**config.mk**
```make
export PLATFORM = sky130hd
export DESIGN_NAME = led_blink_decoder
export DESIGN_NICKNAME = d
export VERILOG_FILES = /design/src/rtl/led_blink_decoder.sv
export SDC_FILE = /design/constraint.sdc
export NUM_CORES = 1
export LEC_CHECK = 0
export ABC_CLOCK_PERIOD_IN_PS = 4480
export CAP_MARGIN = 20
export CELL_PAD_IN_SITES_DETAIL_PLACEMENT = 0
export CELL_PAD_IN_SITES_GLOBAL_PLACEMENT = 2
export CORE_MARGIN = 2
export CORE_UTILIZATION = 38
export DETAILED_ROUTE_END_ITERATION = 6
export PLACE_DENSITY_LB_ADDON = 0.3
export SKIP_LAST_GASP = 1
export SLEW_MARGIN = 20
export SYNTH_ARGS = -nofsm -noshare
export SYNTH_HDL_FRONTEND = slang
export SYNTH_SLANG_ARGS = --single-unit
```
**constraint.sdc**
```tcl
create_clock -name i_clock -period 4.48 [get_ports i_clock]
set_input_delay 0.672 -clock i_clock [delete_from_list [all_inputs] [get_ports i_clock]]
set_output_delay 0.672 -clock i_clock [all_outputs]
set_load 0.005 [all_outputs]
```
**src/rtl/led_blink_decoder.sv**
```systemverilog
`default_nettype none
// =============================================================================
//  Module   : led_blink_decoder
//  Purpose  : Recovers the 2-bit blink-rate code from an LED drive waveform by
//             timing its half-periods; reports lock, stuck line and lock breaks.
//  Revision : 1.0 - initial release
// =============================================================================
module led_blink_decoder #(
   parameter int CLKS_100HZ = 125,
   parameter int CLKS_50HZ  = 250,
   parameter int CLKS_10HZ  = 1250,
   parameter int CLKS_1HZ   = 12500,
   parameter int TOL        = 4,
   parameter int TIMEOUT    = 25000
) (
   input  logic i_clock,
   input  logic i_reset_n,
   input  logic i_enable,
   input  logic i_led_drive,
   output logic o_switch_1,
   output logic o_switch_2,
   output logic o_valid,
   output logic o_stuck,
   output logic o_glitch
);

   localparam int CW = $clog2(TIMEOUT + 1);
   localparam int DW = CW + 1;
   localparam logic [CW-1:0] c_timeout = CW'(TIMEOUT);

   typedef enum logic [1:0] {
      S_IDLE   = 2'd0,
      S_ARMED  = 2'd1,
      S_CAND   = 2'd2,
      S_LOCKED = 2'd3
   } state_t;

   logic          r_sync1;
   logic          r_sync2;
   logic          r_prev;
   logic          w_edge;
   logic [CW-1:0] r_cnt;
   state_t        r_state;
   state_t        w_state_next;
   logic [1:0]    r_cand;
   logic [1:0]    w_cand_next;
   logic          r_valid;
   logic          w_valid_next;
   logic [1:0]    r_sw;
   logic [1:0]    w_sw_next;
   logic          r_stuck;
   logic          w_stuck_next;
   logic          r_glitch;
   logic          w_glitch_next;
   logic          w_match;
   logic [1:0]    w_code;

   // One extra bit keeps the difference from wrapping for any counter value.
   function automatic logic in_window(input logic [CW-1:0] m, input int clks);
      logic [DW-1:0] mm;
      logic [DW-1:0] cc;
      logic [DW-1:0] d;
      mm = {1'b0, m};
      cc = DW'(clks);
      d  = (mm >= cc) ? (mm - cc) : (cc - mm);
      return (d <= DW'(TOL));
   endfunction

   // Synchronizer keeps running while disabled so re-enable sees no false edge.
   always_ff @(posedge i_clock or negedge i_reset_n) begin
      if (!i_reset_n) begin
         r_sync1 <= 1'b0;
         r_sync2 <= 1'b0;
         r_prev  <= 1'b0;
      end else begin
         r_sync1 <= i_led_drive;
         r_sync2 <= r_sync1;
         r_prev  <= r_sync2;
      end
   end

   assign w_edge = r_sync2 ^ r_prev;

   always_comb begin
      w_match = 1'b1;
      w_code  = 2'd0;
      if (in_window(r_cnt, CLKS_100HZ)) begin
         w_code = 2'd0;
      end else if (in_window(r_cnt, CLKS_50HZ)) begin
         w_code = 2'd1;
      end else if (in_window(r_cnt, CLKS_10HZ)) begin
         w_code = 2'd2;
      end else if (in_window(r_cnt, CLKS_1HZ)) begin
         w_code = 2'd3;
      end else begin
         w_match = 1'b0;
      end
   end

   always_comb begin
      w_state_next  = r_state;
      w_cand_next   = r_cand;
      w_valid_next  = r_valid;
      w_sw_next     = r_sw;
      w_stuck_next  = r_stuck;
      w_glitch_next = 1'b0;
      if (w_edge) begin
         w_stuck_next = 1'b0;
         case (r_state)
            S_IDLE: begin
               w_state_next = S_ARMED;
            end
            S_ARMED: begin
               if (w_match) begin
                  w_state_next = S_CAND;
                  w_cand_next  = w_code;
               end
            end
            S_CAND: begin
               if (!w_match) begin
                  w_state_next = S_ARMED;
               end else if (w_code == r_cand) begin
                  w_state_next = S_LOCKED;
                  w_valid_next = 1'b1;
                  w_sw_next    = r_cand;
               end else begin
                  w_cand_next = w_code;
               end
            end
            S_LOCKED: begin
               if (!w_match) begin
                  w_state_next  = S_ARMED;
                  w_valid_next  = 1'b0;
                  w_glitch_next = 1'b1;
               end else if (w_code != r_cand) begin
                  w_state_next = S_CAND;
                  w_cand_next  = w_code;
                  w_valid_next = 1'b0;
               end
            end
            default: begin
               w_state_next = S_IDLE;
            end
         endcase
      end else if ((r_state != S_IDLE) && (r_cnt == c_timeout)) begin
         w_state_next = S_IDLE;
         w_valid_next = 1'b0;
         w_stuck_next = 1'b1;
      end
   end

   always_ff @(posedge i_clock or negedge i_reset_n) begin
      if (!i_reset_n) begin
         r_state  <= S_IDLE;
         r_cnt    <= '0;
         r_cand   <= 2'd0;
         r_valid  <= 1'b0;
         r_sw     <= 2'd0;
         r_stuck  <= 1'b0;
         r_glitch <= 1'b0;
      end else if (!i_enable) begin
         r_state  <= S_IDLE;
         r_cnt    <= '0;
         r_cand   <= 2'd0;
         r_valid  <= 1'b0;
         r_sw     <= 2'd0;
         r_stuck  <= 1'b0;
         r_glitch <= 1'b0;
      end else begin
         r_state  <= w_state_next;
         r_cand   <= w_cand_next;
         r_valid  <= w_valid_next;
         r_sw     <= w_sw_next;
         r_stuck  <= w_stuck_next;
         r_glitch <= w_glitch_next;
         if (w_edge) begin
            r_cnt <= CW'(1);
         end else if (r_cnt != c_timeout) begin
            r_cnt <= r_cnt + CW'(1);
         end
      end
   end

   assign o_switch_1 = r_sw[1];
   assign o_switch_2 = r_sw[0];
   assign o_valid    = r_valid;
   assign o_stuck    = r_stuck;
   assign o_glitch   = r_glitch;

endmodule
`default_nettype wire

```
==> impl_metrics.toml <==
[sta]
fin_setup_tns_ns = 0
timing.slew.headroom_pct = 55.2
finalWorstSetupSlack_ns = 0.380
clock.fmax_mhz = 244
hold_fails_final_rpt = 0
fin_hold_ws_ns = 0.370
timing.final.crit_share_pct = 91.5
drv_slew = 0
worstMarginPinSlew_ns = 0.672
final.min_clock_period_ns = 4.10
rsz0062_at_grt = "false"
report.final.setup_viol = 0
clock-skew-final_ns = 0.00979

[route]
vias = 3604
dr.pass1.iters = 5
drc = 0
routed_wl_mm = 11.4
dr.first_iter.drc_count = 371
drt-vias-per-instance = 6.41
wire_per_inst_um = 20.3
drt.antenna.violating_nets = 0

[synth]
post_synth_inst_count = 449
synth.ff_latch_count = 27
number_of_distinct_library_cells_after_synthesis = 77
synth-async-reset-ratio_pct = 100
yosys_warnings = 0
netlist.top_cell.by_area = "dfrtp_1"
syn-mean-instance-area_um2 = 7.56
synth.top_cells.by_area = "dfrtp_1 (20%), ha_1 (6.3%), xnor2_1 (5.2%), nor2_1 (4.6%), o21ai_0 (4.3%)"
ys_dominant_reg_cell = "dfrtp_1"
synth_top_area_share_pct = 19.9
synth-edff-count = 0
postSynthNetCount = 470
syn-cell-area_um2 = 3390
synth.yosys.seq_area_share_pct = 19.9

[worst_setup_path]
worst-path-buf-inv = 1
crit_path_max_fanout = 10
slowest_delay_ns = 0.55
critical-path-top-delay-family = "simple AND/OR/NAND/NOR gates"
worst_ep_arrival_time_ns = 4.29
worst_path_required_ns = 4.67
worst_setup_path_end_kind = "flip-flop"
cp-start-kind = "flip-flop"
worst_path_cell_chain = "inv_1, ha_1, or3b_2, a2111oi_0, nor3_1, a211o_1, a211oi_1, xnor2_1, nor4_1, a31oi_1, nor4_4, mux2i_1"
critical_path.slowest_cell = "or3b_2"
criticalPathCategory = "reg -> reg"

[clocking]
cts_tree = "done"
postCtsHoldBufs = 0
cts_made_buffers = 3
cts-root-buf = "clkbuf_8"
clkLatencyLatePin_ns = 0.28
cts_max_level = 1
post_cts_resize_count = 0
postCtsSetupBuffers = 0
path_clk_slew_ns = 0.09
cts.sinks = 27
cts_buffer_depth = 2

[place]
placedInstanceArea_um2 = 3680
gp_congestion = 0.983
buffer_ports.inserted = 8
worst_slack_placed_ns = 0.429
placedCellCount = 558
dp.final_hpwl_mm = 8.68

[layout]
share_of_final_layout_standard_cells_stronger_than_drive_strength_1_pct = 12.3
final_std_cell_area_no_fill_um2 = 3730
most_frequent_cells_in_the_layout = "nor2_1 (42), nand2_1 (35), buf_4 (30)"
num-fill-cells = 906
antenna_cells = 0
layout_commonest_cell = "nor2_1"
area_delta_synth_final_pct = 9.81
layoutNonFillerInstCount = 562
share_of_the_core_filled_with_cells_in_the_final_layout_pct = 42.9
layout.nets = 476

[floorplan]
die_height_um = 98.5
fp.dieArea_um2 = 9700
floorplan.initialDensity_pct = 39.1
std_cell_rows = 34
design.portCount = 9
die_w_um = 98.5
core_region_area_um2 = 8680

[global_route]
grt_antenna_before_repair = 0
grt_usage_pct = 23.8
globalRoute.totalOverflow = 0
grt_max_degree = 30
wire_length_of_the_first_global_routing_pass_mm = 18.7
via_count_of_the_first_global_routing_pass = 3463

[run_status]
status = "completed"

[power_and_ir_drop]
cellPowerDensity_nw_per_um2 = 126
sw_frac_of_total_pct = 28.1
finalPower_mw = 0.470
clock_power_share_pct = 30.1
power_frac_seq_pct = 53.8
internal_power_component_mw = 0.338
total_leakage_power_nw = 1.42
power_frac_comb_pct = 16.1
ir_worst_vdd_v = 0.0000930
p_switching_mw = 0.132

[hold_path]
holdCritPathClass = "reg -> reg"

[flow_run]
cap_violations = 0
## sequential cells by signal, summed over array words and instances (netlist names), 2 cells and up
register and flops:
r_cnt 15, r_cand 2, r_state 2, r_sw 2
## per-layer routing
metal	track usage (%)	part of all wire, %
met4	7.27	2.9
met2	36.1	42
met3	4.68	6.6
met1	34.1	48
met5	0	0
## synth_stat cells, types with 3 or more instances
cell / number
o221ai_1: 4
a221oi_1: 3
nand2b_1: 9
o21a_1: 5
nor4_1: 7
nor3_1: 15
o2111ai_1: 5
a31oi_1: 9
nor2_1: 42
buf_2: 6
xnor2_1: 20
o22ai_1: 6
nor2b_1: 7
mux2i_1: 4
a211o_1: 3
nand3_1: 13
a21oi_1: 17
or2_2: 4
dfrtp_1: 27
a211oi_1: 8
and3_1: 5
a21boi_0: 4
or3_1: 7
nor4b_1: 3
inv_1: 14
o21ai_0: 29
nand2_1: 35
buf_1: 4
o211ai_1: 4
xor2_1: 10
a311o_1: 4
ha_1: 17
or4_1: 3
nand4_1: 11
and2_1: 6
a2111oi_0: 3
clkbuf_1: 26
## logic make-up (layout without fill, tap and decap cells)
logic type / count (synthesis) / count (layout) / share of synthesized area (%)
xor+xnor: 30 / 30 / 7.74
compound gates: 130 / 130 / 27.7
simple gates: 187 / 187 / 30.3
flops: 27 / 27 / 19.9
fa+ha+maj: 17 / 17 / 6.27
buf+inv: 52 / 57 / 6.19
mux: 6 / 6 / 1.84
## final timing paths
| kind | start | to | slack, ns | cells past startpoint |
|---|---|---|---|---|
| max in group asynchronous | i_reset_n | r_cnt[3] | 3.43 | 2 |
| worst min-delay path | r_sync1 | r_sync2 | 0.37 | 0 |
| worst max register to register | r_cnt[2] | r_sw[1] | 0.38 | 12 |
| min in group asynchronous | i_reset_n | r_cnt[11] | 0.76 | 2 |
| worst min register to register | r_sync1 | r_sync2 | 0.37 | 0 |
| worst max-delay path | r_cnt[2] | r_sw[1] | 0.38 | 12 |
## power by group through the flow
| stage | logic, mW | registers [mW] | clock network (mW) |
|---|---|---|---|
| detailed placement | 0.0754 | 0.257 | 0 |
| global route | 0.0844 | 0.254 | 0.159 |
| floorplan | 0.0467 | 0.258 | 0 |
| finish | 0.0756 | 0.253 | 0.141 |
| global placement | 0.0753 | 0.258 | 0 |
| CTS | 0.0755 | 0.253 | 0.150 |
## area by class of cell
cell class	count	area, µm²	area share, %
clock inverter	1	5.00	0.134
multi-input combinational	370	2510	67.3
timing repair buffer	38	305	8.19
clock buffer	3	41.3	1.11
tap	108	135	3.63
inverter	15	56.3	1.51
sequential	27	676	18.1
(Power assumes the default switching activity.)
